<file path="src/rtl/seq_multiplier_pkg.sv">
// Shared definitions for the sequential shift-add multiplier family:
// FSM state encoding and a sizing helper for the iteration counter.
package seq_multiplier_pkg;

    typedef enum logic [1:0] {
        ST_IDLE = 2'd0,
        ST_RUN  = 2'd1,
        ST_DONE = 2'd2
    } state_t;

    // Iteration counter must be able to hold the value WIDTH itself.
    function automatic int cnt_width(input int width);
        return $clog2(width) + 1;
    endfunction

endpackage

</file>
<file path="src/rtl/seq_multiplier_if.sv">
// Start/busy/done handshake and operand/product bus of the sequential multiplier.
interface seq_multiplier_if #(
    parameter int WIDTH = 4
);
    logic                 start;
    logic                 signed_mode;
    logic [WIDTH-1:0]     a;
    logic [WIDTH-1:0]     b;
    logic                 busy;
    logic                 done;
    logic [2*WIDTH-1:0]   c;

    modport master (
        output start, signed_mode, a, b,
        input  busy, done, c
    );

    modport slave (
        input  start, signed_mode, a, b,
        output busy, done, c
    );
endinterface

</file>
<file path="src/rtl/seq_multiplier_abs.sv">
// Combinational sign strip of one operand: magnitude plus sign bit.
// The most negative value maps to 2^(WIDTH-1), which still fits unsigned.
module seq_multiplier_abs #(
    parameter int WIDTH = 4
) (
    input  logic [WIDTH-1:0] i_value,
    input  logic             i_signed,
    output logic [WIDTH-1:0] o_mag,
    output logic             o_sign
);
    assign o_sign = i_signed & i_value[WIDTH-1];
    assign o_mag  = o_sign ? -i_value : i_value;
endmodule

</file>
<file path="src/rtl/seq_multiplier.sv">
// Radix-2 shift-add NxN multiplier: WIDTH iterations per product, optional
// signed mode via magnitude multiply and final conditional negation.
module seq_multiplier
    import seq_multiplier_pkg::*;
#(
    parameter int WIDTH     = 4,
    parameter bit SIGNED_EN = 1'b1
) (
    input  logic                clk,
    input  logic                rst,
    seq_multiplier_if.slave     bus
);
    localparam int              CW   = cnt_width(WIDTH);
    localparam logic [CW-1:0]   LAST = CW'(WIDTH - 1);

    state_t               r_state;
    state_t               w_state_next;
    logic [2*WIDTH-1:0]   r_acc;
    logic [2*WIDTH-1:0]   r_c;
    logic [WIDTH-1:0]     r_mcand;
    logic [CW-1:0]        r_cnt;
    logic                 r_neg;

    logic                 w_signed;
    logic                 w_sign_a;
    logic                 w_sign_b;
    logic [WIDTH-1:0]     w_mag_a;
    logic [WIDTH-1:0]     w_mag_b;
    logic                 w_accept;
    logic                 w_last;
    logic [WIDTH:0]       w_sum;
    logic [2*WIDTH-1:0]   w_acc_next;

    assign w_signed = SIGNED_EN & bus.signed_mode;

    seq_multiplier_abs #(.WIDTH(WIDTH)) u_abs_a (
        .i_value  (bus.a),
        .i_signed (w_signed),
        .o_mag    (w_mag_a),
        .o_sign   (w_sign_a)
    );

    seq_multiplier_abs #(.WIDTH(WIDTH)) u_abs_b (
        .i_value  (bus.b),
        .i_signed (w_signed),
        .o_mag    (w_mag_b),
        .o_sign   (w_sign_b)
    );

    always_comb begin
        // NOTE: every output of this block gets a default first so no path leaves it unassigned (no latch).
        w_state_next = r_state;
        w_accept     = 1'b0;
        w_last       = 1'b0;
        case (r_state)
            ST_IDLE: begin
                if (bus.start) begin
                    w_accept     = 1'b1;
                    w_state_next = ST_RUN;
                end
            end
            ST_RUN: begin
                if (r_cnt == LAST) begin
                    w_last       = 1'b1;
                    w_state_next = ST_DONE;
                end
            end
            ST_DONE: begin
                if (bus.start) begin
                    w_accept     = 1'b1;
                    w_state_next = ST_RUN;
                end else begin
                    w_state_next = ST_IDLE;
                end
            end
            default: w_state_next = ST_IDLE;
        endcase
    end

    // Multiplier lives in the low half of acc and is consumed as it shifts out.
    assign w_sum      = {1'b0, r_acc[2*WIDTH-1:WIDTH]} + (r_acc[0] ? {1'b0, r_mcand} : '0);
    assign w_acc_next = {w_sum, r_acc[WIDTH-1:1]};

    always_ff @(posedge clk or posedge rst) begin
        if (rst) r_state <= ST_IDLE;
        else     r_state <= w_state_next;
    end

    // NOTE: the whole datapath is reset, so an aborted operation leaves nothing behind in c.
    always_ff @(posedge clk or posedge rst) begin
        if (rst) begin
            r_acc   <= '0;
            r_c     <= '0;
            r_mcand <= '0;
            r_cnt   <= '0;
            r_neg   <= 1'b0;
        end else if (w_accept) begin
            r_acc   <= {{WIDTH{1'b0}}, w_mag_b};
            r_mcand <= w_mag_a;
            r_neg   <= w_sign_a ^ w_sign_b;
            r_cnt   <= '0;
        end else if (r_state == ST_RUN) begin
            r_acc <= w_acc_next;
            r_cnt <= r_cnt + CW'(1);
            if (w_last) r_c <= r_neg ? -w_acc_next : w_acc_next;
        end
    end

    assign bus.busy = (r_state == ST_RUN);
    assign bus.done = (r_state == ST_DONE);
    assign bus.c    = r_c;

endmodule
</file>
<file path="src/flat_wrapper.sv">
// flat-port wrapper written by rule: the top's interface ports become plain ports
module seq_multiplier_flat import seq_multiplier_pkg::*;
#(
    parameter int WIDTH     = 4,
    parameter bit SIGNED_EN = 1'b1
)
  (clk, rst, bus_start, bus_signed_mode, bus_a, bus_b, bus_busy, bus_done, bus_c);
  seq_multiplier_if #(.WIDTH(WIDTH)) bus_i ();
  input  logic clk;
  input  logic rst;
  input wire logic [$bits(bus_i.start)-1:0] bus_start;
  input wire logic [$bits(bus_i.signed_mode)-1:0] bus_signed_mode;
  input wire logic [$bits(bus_i.a)-1:0] bus_a;
  input wire logic [$bits(bus_i.b)-1:0] bus_b;
  output wire logic [$bits(bus_i.busy)-1:0] bus_busy;
  output wire logic [$bits(bus_i.done)-1:0] bus_done;
  output wire logic [$bits(bus_i.c)-1:0] bus_c;
  assign bus_i.start = bus_start;
  assign bus_i.signed_mode = bus_signed_mode;
  assign bus_i.a = bus_a;
  assign bus_i.b = bus_b;
  assign bus_busy = bus_i.busy;
  assign bus_done = bus_i.done;
  assign bus_c = bus_i.c;
  seq_multiplier #(.WIDTH(WIDTH), .SIGNED_EN(SIGNED_EN)) u_core (.clk(clk), .rst(rst), .bus(bus_i));
endmodule
</file>
<file path="config.mk">
export PLATFORM = sky130hd
export DESIGN_NAME = seq_multiplier_flat
export DESIGN_NICKNAME = d
export VERILOG_FILES = /design/src/rtl/seq_multiplier_pkg.sv /design/src/rtl/seq_multiplier_if.sv /design/src/rtl/seq_multiplier_abs.sv /design/src/rtl/seq_multiplier.sv /design/src/flat_wrapper.sv
export SDC_FILE = /design/constraint.sdc
export NUM_CORES = 1
export LEC_CHECK = 0
export ABC_AREA = 1
export ABC_CLOCK_PERIOD_IN_PS = 2400
export BUFFER_PORTS_ARGS = -buffer_cell sky130_fd_sc_hd__clkbuf_2
export CAP_MARGIN = 25
export CORE_ASPECT_RATIO = 1.75
export CORE_MARGIN = 2
export CORE_UTILIZATION = 40
export CTS_BUF_LIST = sky130_fd_sc_hd__clkbuf_8
export CTS_CLUSTER_SIZE = 8
export DETAILED_ROUTE_END_ITERATION = 10
export MAX_ROUTING_LAYER = met4
export PLACE_DENSITY = 0.61
export SLEW_MARGIN = 5
export SYNTH_ARGS = -nofsm -noshare
export SYNTH_HDL_FRONTEND = slang
export SYNTH_HIERARCHICAL = 1
export SYNTH_SLANG_ARGS = --single-unit
export TNS_END_PERCENT = 50
</file>
<file path="constraint.sdc">
create_clock -name clk -period 2.4 [get_ports clk]
set_clock_uncertainty 0.05 [all_clocks]
set_input_delay 0.36 -clock clk [delete_from_list [all_inputs] [get_ports clk]]
set_output_delay 0.36 -clock clk [all_outputs]
set_load 0.01 [all_outputs]
</file>
==> results of run 1 <==
==> logic make-up (layout without fill, tap and decap cells) <==
family,after synthesis,count (layout),share of synthesized area (%)
XOR/XNOR,5,5,2.780
adder cells (fa/ha/maj),10,10,8.420
AND/OR/NAND/NOR,95,95,27.17
flip-flops,26,26,41.30
AO/OA/AOI/OAI,24,24,9.056
buffers and inverters,40,61,11.28
==> power by group <==
part	internal [W]	total (W)	leakage [nW]	switching, W
Sequential	0.000622	0.000752	0.333	0.000130
Clock	0.000112	0.000245	0.0216	0.000132
Combinational	0.000399	0.00103	0.646	0.000633
Total	0.00113	0.00203	1.00	0.000895
==> through the flow <==
stage / hold WS, ns / cells / util [%]
2_1_floorplan: 0.3500 / 200 / -
3_3_place_gp: 0.3619 / 266 / 44.67
3_5_place_dp: 0.3679 / 266 / 44.67
4_1_cts: 0.07242 / 269 / 45.75
5_1_grt: 0.1095 / 269 / 45.75
6_report: 0.06488 / 269 / 45.75
==> path summary, 6_finish.rpt <==
check / from / endpoint / cells past startpoint
worst max-delay path: u_core/r_acc[0] / u_core/bus.c[7] / 12
max in group asynchronous: rst / u_core/r_neg / 3
worst max register to register: u_core/r_acc[0] / u_core/bus.c[7] / 12
worst min register to register: u_core/bus.c[6] / u_core/bus.c[6] / 2
worst min-delay path: rst / u_core/r_state[1] / 3
min in group clk: bus_a[0] / u_core/r_mcand[0] / 3
==> routing by layer <==
metal / global-route usage [%] / up-vias / part of all wire (%)
li1: - / 665 / -
met1: 16.26 / 561 / 40
met2: 29.95 / 20 / 56
met3: 1.546 / 2 / 2.5
met4: 8.373 / 0 / 1.4
met5: - / - / 0
==> worst reg2reg max path: cells and delay by family (launching register included) <==
family / cells / cell delay (ns)
simple gates: 9 / 0.74
flops: 1 / 0.42
buf+inv: 1 / 0.04
fa+ha+maj: 2 / 0.70
==> registers in the layout, summed over array words and instances (netlist names) <==
name	count
u_core/r_mcand	4
u_core/r_acc	8
u_core/r_state	2
u_core/r_neg	1
u_core/bus.c	8
u_core/r_cnt	3
==> cells in the final DEF (no fill, tap or decap) <==
master,count
nand2_2,1
xor2_1,4
o21ai_1,12
fa_1,1
inv_4,2
inv_2,7
o221ai_1,3
nand2_1,70
clkbuf_2,21
o22ai_1,1
nand4_1,1
xnor2_1,1
o21ai_0,2
inv_1,27
nand3_2,1
clkbuf_8,3
buf_4,1
nand3_1,8
ha_1,9
a22o_1,2
a21oi_1,3
nor2_2,1
o211ai_1,1
nor2_1,9
dfrtp_1,26
nand2_8,1
nor2_8,1
nand2_4,2
==> layout make-up <==
type                       count  area [µm²]
tap                           48       60.06
clock buffer                   3       41.29
timing repair buffer          22       112.6
fill                         428        2077
sequential                    26       650.6
inverter                      36       140.1
multi-input combinational    134       747.0
==> impl_metrics.yaml, run 1 <==
run_status:
  status: "completed"
clock_tree:
  path_clk_slew_ns: 0.09
  cts_resized: 0
  ctsHoldBuffers: 0
  cts_tree: "built"
  cts.sinks: 26
  clk_path_buf_depth: 2
  worstSkewPairLatency_ns: 0.27
  numCtsBuffers: 3
  cts_setup_buffers: 0
  cts_max_level: 1
  clockRootBuffer: "clkbuf_8"
layout:
  drive_above_1_share_pct: 18.55
  final_net_count: 245
  final_area_mm2: 0.001752
  n_antenna_cell: 0
  areaGrowthSynthToFinish_pct: 11.20
critical_path:
  slowest_stage: "fa_1"
  slowest_delay_ns: 0.51
  cp_data_required_time_ns: 2.52
  crit_top_cell: "nand2_1"
  path_class: "flop to flop"
  end_kind: "flop"
  path_cells: "nand2_1, inv_1, ha_1, fa_1, nor2_1, nand3_1, nor2_1, nand3_2, nand2_1, nand2_1, nand3_1, nand2_1"
  crit_arrival_ns: 2.17
  crit_family: "simple AND/OR/NAND/NOR gates"
  crit_fanout: 5
  startpoint_type: "flop"
  rrSetupSlack_ns: 0.35
  crit_buf_inv: 1
placement:
  dpl.hpwl_mm: 2.326
  io_buffers: 21
  place_congestion: 0.8430
  dpl-instance-area_mm2: 0.001710
  place_worst_setup_slack_ns: 0.3506
sta:
  max_clock_freq_mhz: 487.9
  hold_violations: 0
  fin_setup_tns_ns: 0
  finalCritPeriodShare_pct: 85.39
  final.setup.worst_slack_ns: 0.3506
  finalSetupViolations: 0
  final_period_minus_worst_setup_slack_ns: 2.049
  relSlewSlack_pct: 76.52
  rsz0062_at_grt: "false"
  tightest_slew_ns: 0.3522
  drv_slew: 0
synthesis:
  ys_seq_elements: 26
  synth_top_cell_area_share_pct: 41.30
  synth_area_leaders: "dfrtp_1 41%, nand2_1 17%, ha_1 7.1%"
  syn_area_mm2: 0.001575
  synth_edf_count: 0
  syn_avg_cell_area_um2: 7.876
  yosysSeqAreaShare_pct: 41.30
  ys_top_cells_by_count: "70 x nand2_1, 27 x inv_1, 26 x dfrtp_1"
  syn_inst: 200
  synthDistinctLibCells: 27
  synth.most_common_cell: "nand2_1"
  async_flop_share_pct: 100.0
  synth_ff_type: "dfrtp_1"
  yosys.area.top_type: "dfrtp_1"
  syn-num-nets: 222
  ys_warn_count: 6
routing:
  drc: 0
  via_per_inst: 4.639
  initialDrtViolationCount: 18
  drtPass1Iterations: 4
  wl_per_cell_um: 10.84
  ant_nets: 0
  wl_mm: 2.917
  vias: 1248
run:
  maxCapViolCount: 0
pwr:
  ir_drop_v: 0.0004764
  cellPowerDensity_mw_per_mm2: 1158
  p_leak_nw: 0.9997
  p_total_w: 0.002029
floorplan:
  start_util_pct: 41.14
  io_pins: 22
  core-area_mm2: 0.003829
  dieArea_mm2: 0.004476
  die_x_um: 51.44
  die_h_um: 87.02
  row_count: 30
global_route:
  grt_pass1_wl_mm: 5.333
  grt_util_all_layers_pct: 16.22
  grt_pass1_vias: 1268
  grt.overflow.total: 0
  grt_max_degree: 27
  antenna_found_initial: 0
worst_hold_path:
  min_path_type: "input port to asynchronous set/reset pin"
(Power assumes the default switching activity.)
==> run 2, diff against run 1 <==
==> constraint.sdc (replaced) <==
create_clock -name clk -period 2.4 [get_ports clk]
set_clock_uncertainty 0.05 [all_clocks]
set_input_delay 0 -clock clk [delete_from_list [all_inputs] [get_ports clk]]
set_output_delay 0 -clock clk [all_outputs]
set_load 0.01 [all_outputs]
==> impl_metrics.yaml, run 2 (synthesis gave the netlist of run 1 again) <==
run_status:
  status: "completed"
clock_tree:
  clockRootBuffer: "clkbuf_8"
  cts_tree: "built"
  cts_resized: 0
  ctsHoldBuffers: 4
  cts_setup_buffers: 0
  cts.sinks: 26
  path_clk_slew_ns: 0.08
  cts_max_level: 1
  clk_path_buf_depth: 2
  numCtsBuffers: 3
  worstSkewPairLatency_ns: 0.26
layout:
  areaGrowthSynthToFinish_pct: 15.01
  final_net_count: 249
  drive_above_1_share_pct: 18.22
  final_common_cell: "nand2_1"
  n_antenna_cell: 0
  utilization_pct: 47.32
  layout_common_cells: "70 x nand2_1, 27 x inv_1, 26 x dfrtp_1"
  fill_cells: 435
  multi_input_area_um2: 747.0
  regArea_um2: 650.6
critical_path:
  cp_data_required_time_ns: 2.51
  crit_top_cell: "nand2_1"
  slowest_delay_ns: 0.52
  crit_fanout: 5
  path_class: "flop to flop"
  slowest_stage: "fa_1"
  crit_arrival_ns: 2.20
  end_kind: "flop"
  path_cells: "nand2_1, inv_1, ha_1, fa_1, nor2_1, nand3_1, nor2_1, nand3_2, nand2_1, nand2_1, nand3_1, nand2_1"
  reg2reg_depth: 12
  startpoint_type: "flop"
pwr:
  p_clk_share_pct: 11.7
  ir_drop_v: 0.0004478
  switching_share_pct: 43.99
  p_int_w: 0.001141
  cellPowerDensity_mw_per_mm2: 1124
  p_leak_nw: 1.024
  pwr-share-comb_pct: 51.4
  seq_power_share_pct: 36.9
  switching_power_w: 0.0008960
global_route:
  grt_pass1_wl_mm: 5.485
  antenna_found_initial: 0
  grt_max_degree: 27
  grt.overflow.total: 0
  grt_pass1_vias: 1313
  grt_util_all_layers_pct: 16.78
routing:
  drc: 0
  vias: 1275
  ant_nets: 0
  via_per_inst: 4.670
  wl_per_cell_um: 10.86
  initialDrtViolationCount: 14
  drtPass1Iterations: 4
  wl_mm: 2.966
placement:
  place_congestion: 0.8439
  io_buffers: 21
  dpl.hpwl_mm: 2.335
sta:
  hold_violations: 0
  finalCritPeriodShare_pct: 87.06
  fin_setup_tns_ns: 0
  finalSetupViolations: 0
  drv_slew: 0
  final_period_minus_worst_setup_slack_ns: 2.089
  relSlewSlack_pct: 76.09
  rsz0062_at_grt: "false"
  tightest_slew_ns: 0.3587
  max_clock_freq_mhz: 478.6
floorplan:
  core-area_mm2: 0.003829
  row_count: 30
  die_h_um: 87.02
  dieArea_mm2: 0.004476
  io_pins: 22
  start_util_pct: 41.14
  die_x_um: 51.44
run:
  maxCapViolCount: 0
worst_hold_path:
  min_path_type: "input port to flop"
  holdPathStages: 4
run 2: cell count changes in the layout (fill, tap and decap cells not counted), sizes merged:
cell / change
dlygate4sd3: +4
run 2: metrics by stage:
stage	instances	hold slack [ns]	setup WS [ns]	cell area (µm²)	power, W
after global routing	273	0.04214	0.05950	1812	0.002268
after detailed placement	265	0.1877	0.3386	1703	0.001814
after global placement	265	0.1856	0.3977	1703	0.001789
after floorplan	200	-0.009983	0.4959	1575	0.001574
final	273	0.01832	0.3106	1812	0.002037
after CTS	272	0.01243	0.3035	1784	0.002064
run 2: final timing paths:
path	startpoint	end	slack, ns
worst max-delay path	u_core/r_acc[0]	u_core/bus.c[7]	0.31
worst min-delay path	bus_signed_mode	u_core/r_mcand[3]	0.02
worst max register to register	u_core/r_acc[0]	u_core/bus.c[7]	0.31
worst min register to register	u_core/bus.c[1]	u_core/bus.c[1]	0.43
max in group asynchronous	rst	u_core/r_acc[2]	1.72
min in group asynchronous	rst	u_core/r_state[1]	0.17
run 2: area by class of cell:
cell class | count | share of cell area, %
Multi-Input combinational cell | 134 | 41.23
Sequential cell | 26 | 35.91
Timing Repair Buffer | 26 | 9.530
Inverter | 36 | 7.735
Tap cell | 48 | 3.315
Clock buffer | 3 | 2.279
run 2: worst max-delay path: cells and delay by family (launching register included):
kind / cells / cell delay (ns)
DFF: 1 / 0.42
adders and majority gates: 2 / 0.73
buffers and inverters: 1 / 0.04
and+or+nand+nor: 9 / 0.74
run 2: per-layer routing:
metal	track usage, %	vias up	part of all wire (%)
met2	31.47	22	57
met4	8.852	0	1.9
li1	-	669	-
met3	1.718	4	2.3
met5	-	-	0
met1	16.19	580	39
run 2: power by group through the flow:
| stage | Clock, W | Sequential [W] | Combinational [W] |
|---|---|---|---|
| finish | 0.000238 | 0.000752 | 0.00105 |
| global route | 0.000265 | 0.000778 | 0.00122 |
| CTS | 0.000249 | 0.000753 | 0.00106 |
| detailed placement | 0 | 0.000763 | 0.00105 |
| global placement | 0 | 0.000754 | 0.00104 |
| floorplan | 0 | 0.000748 | 0.000826 |
==> run 3, diff against run 2 <==
Settings changed: CORE_UTILIZATION 40 to 59, PLACE_DENSITY 0.61 to 0.84, SETUP_SLACK_MARGIN set to 0.4.
==> impl_metrics.yaml, run 3 (synthesis gave the netlist of run 1 again) <==
worst_hold_path:
  min_to: "u_core/r_state[0]"
  holdPathStages: 3
  min_path_type: "input port to flop"
  worstHoldStart: "bus_start"
sta:
  fin_setup_tns_ns: 0
  rsz0062_at_grt: "true"
  drv_slew: 0
  final_period_minus_worst_setup_slack_ns: 1.965
  relSlewSlack_pct: 68.80
  tightest_slew_ns: 0.4674
  finalCritPeriodShare_pct: 81.87
  finalSetupViolations: 0
  hold_violations: 0
  final.setup.worst_slack_ns: 0.4352
  max_clock_freq_mhz: 508.9
global_route:
  grt.overflow.total: 0
  antenna_found_initial: 0
  grt_max_degree: 27
  grt_pass1_wl_mm: 5.347
  grt_util_all_layers_pct: 22.80
  grt_pass1_vias: 1273
routing:
  via_per_inst: 5.063
  wl_mm: 3.054
  ant_nets: 0
  vias: 1286
  drtPass1Iterations: 4
  wl_per_cell_um: 12.02
  initialDrtViolationCount: 29
  drc: 0
clock_tree:
  path_clk_slew_ns: 0.08
  cts_max_level: 1
  clockRootBuffer: "clkbuf_8"
  cts_tree: "built"
  clk_path_buf_depth: 2
  cts.sinks: 26
  numCtsBuffers: 3
  worstSkewPairLatency_ns: 0.27
critical_path:
  crit_fanout: 4
  crit_arrival_ns: 2.08
  slowest_delay_ns: 0.49
  startpoint_type: "flop"
  end_kind: "flop"
  slowest_stage: "fa_2"
  reg2reg_depth: 12
  r2r-end: "u_core/bus.c[7]"
  r2r_start: "u_core/r_acc[0]"
  crit_top_cell: "nand2_1"
  path_class: "flop to flop"
  cp_data_required_time_ns: 2.51
  crit_buf_inv: 1
  path_cells: "nand2_1, inv_2, ha_4, fa_2, nor2_2, nand3_2, nor2_2, nand3_2, nand2_1, nand2_1, nand3_1, nand2_1"
  crit_family: "simple AND/OR/NAND/NOR gates"
  rrSetupSlack_ns: 0.44
placement:
  io_buffers: 21
  place_congestion: 0.8431
  place_worst_setup_slack_ns: 0.3656
  dpl.hpwl_mm: 2.189
  dp_cells: 243
  dpl-instance-area_mm2: 0.001675
pwr:
  cellPowerDensity_mw_per_mm2: 1177
  p_total_w: 0.002151
  p_leak_nw: 1.031
  ir_drop_v: 0.0006781
layout:
  drive_above_1_share_pct: 21.49
  areaGrowthSynthToFinish_pct: 16.04
  layout_common_cells: "70 x nand2_1, 26 x inv_1, 26 x dfrtp_1"
  final_common_cell: "nand2_1"
  multi_input_area_um2: 772.0
  fill_cells: 206
  final_area_mm2: 0.001828
  final_net_count: 251
  n_antenna_cell: 0
  final_cells: 254
  regArea_um2: 650.6
floorplan:
  start_util_pct: 62.45
  dieArea_mm2: 0.003116
  die_h_um: 72.36
  core-area_mm2: 0.002522
  die_x_um: 43.06
  row_count: 24
  io_pins: 22
run_status:
  status: "completed"
run:
  maxCapViolCount: 0
## run 3: layout make-up
class | count | area share [%]
multi-input combinational | 134 | 42.23
clock buffer | 4 | 3.012
timing repair buffer | 28 | 9.719
tap | 26 | 1.780
sequential | 26 | 35.59
inverter | 36 | 7.666
## run 3: how the worst max path moves through the flow
stage	cells past startpoint	slack (ns)	start	endpoint
4_1_cts	12	0.40	u_core/r_acc[0]	u_core/bus.c[7]
5_1_grt	12	0.34	u_core/r_acc[0]	u_core/bus.c[7]
3_5_place_dp	12	0.37	u_core/r_acc[0]	u_core/bus.c[7]
6_report	12	0.44	u_core/r_acc[0]	u_core/bus.c[7]
2_1_floorplan	12	0.50	u_core/r_acc[0]	u_core/bus.c[7]
3_3_place_gp	12	0.44	u_core/r_acc[0]	u_core/bus.c[7]
## run 3: metrics by stage
stage	utilization, %	hold WS [ns]
floorplan	-	-0.009983
global placement	66.42	0.1786
detailed placement	66.42	0.1915
CTS	70.68	0.03278
global route	72.47	0.04372
finish	72.47	0.03139
## run 3: power breakdown
part / switching, W / internal [W]
Clock: 0.000130 / 0.000147
Sequential: 0.000132 / 0.000622
Combinational: 0.000680 / 0.000440
## run 3: worst min-delay path: stages
cell and delay [ns]:
clkbuf_2 0.11, nand2_4 0.11, o21ai_1 0.09
## run 3: layer usage
| layer | vias to the layer above | track usage, % | wire [µm] |
|---|---|---|---|
| met2 | 29 | 43.77 | 1718 |
| li1 | 677 | - | - |
| met3 | 4 | 2.239 | 78 |
| met4 | 0 | 7.407 | 36 |
| met5 | - | - | 0 |
| met1 | 576 | 23.42 | 1222 |
## run 3: repair_timing
item,CTS,global route
gates resized for setup,1,6
pin swaps,0,4
buffers inserted,0,1
hold endpoints to repair,29,0
setup endpoints to repair,1,2
hold buffers,5,0
cloned,0,0
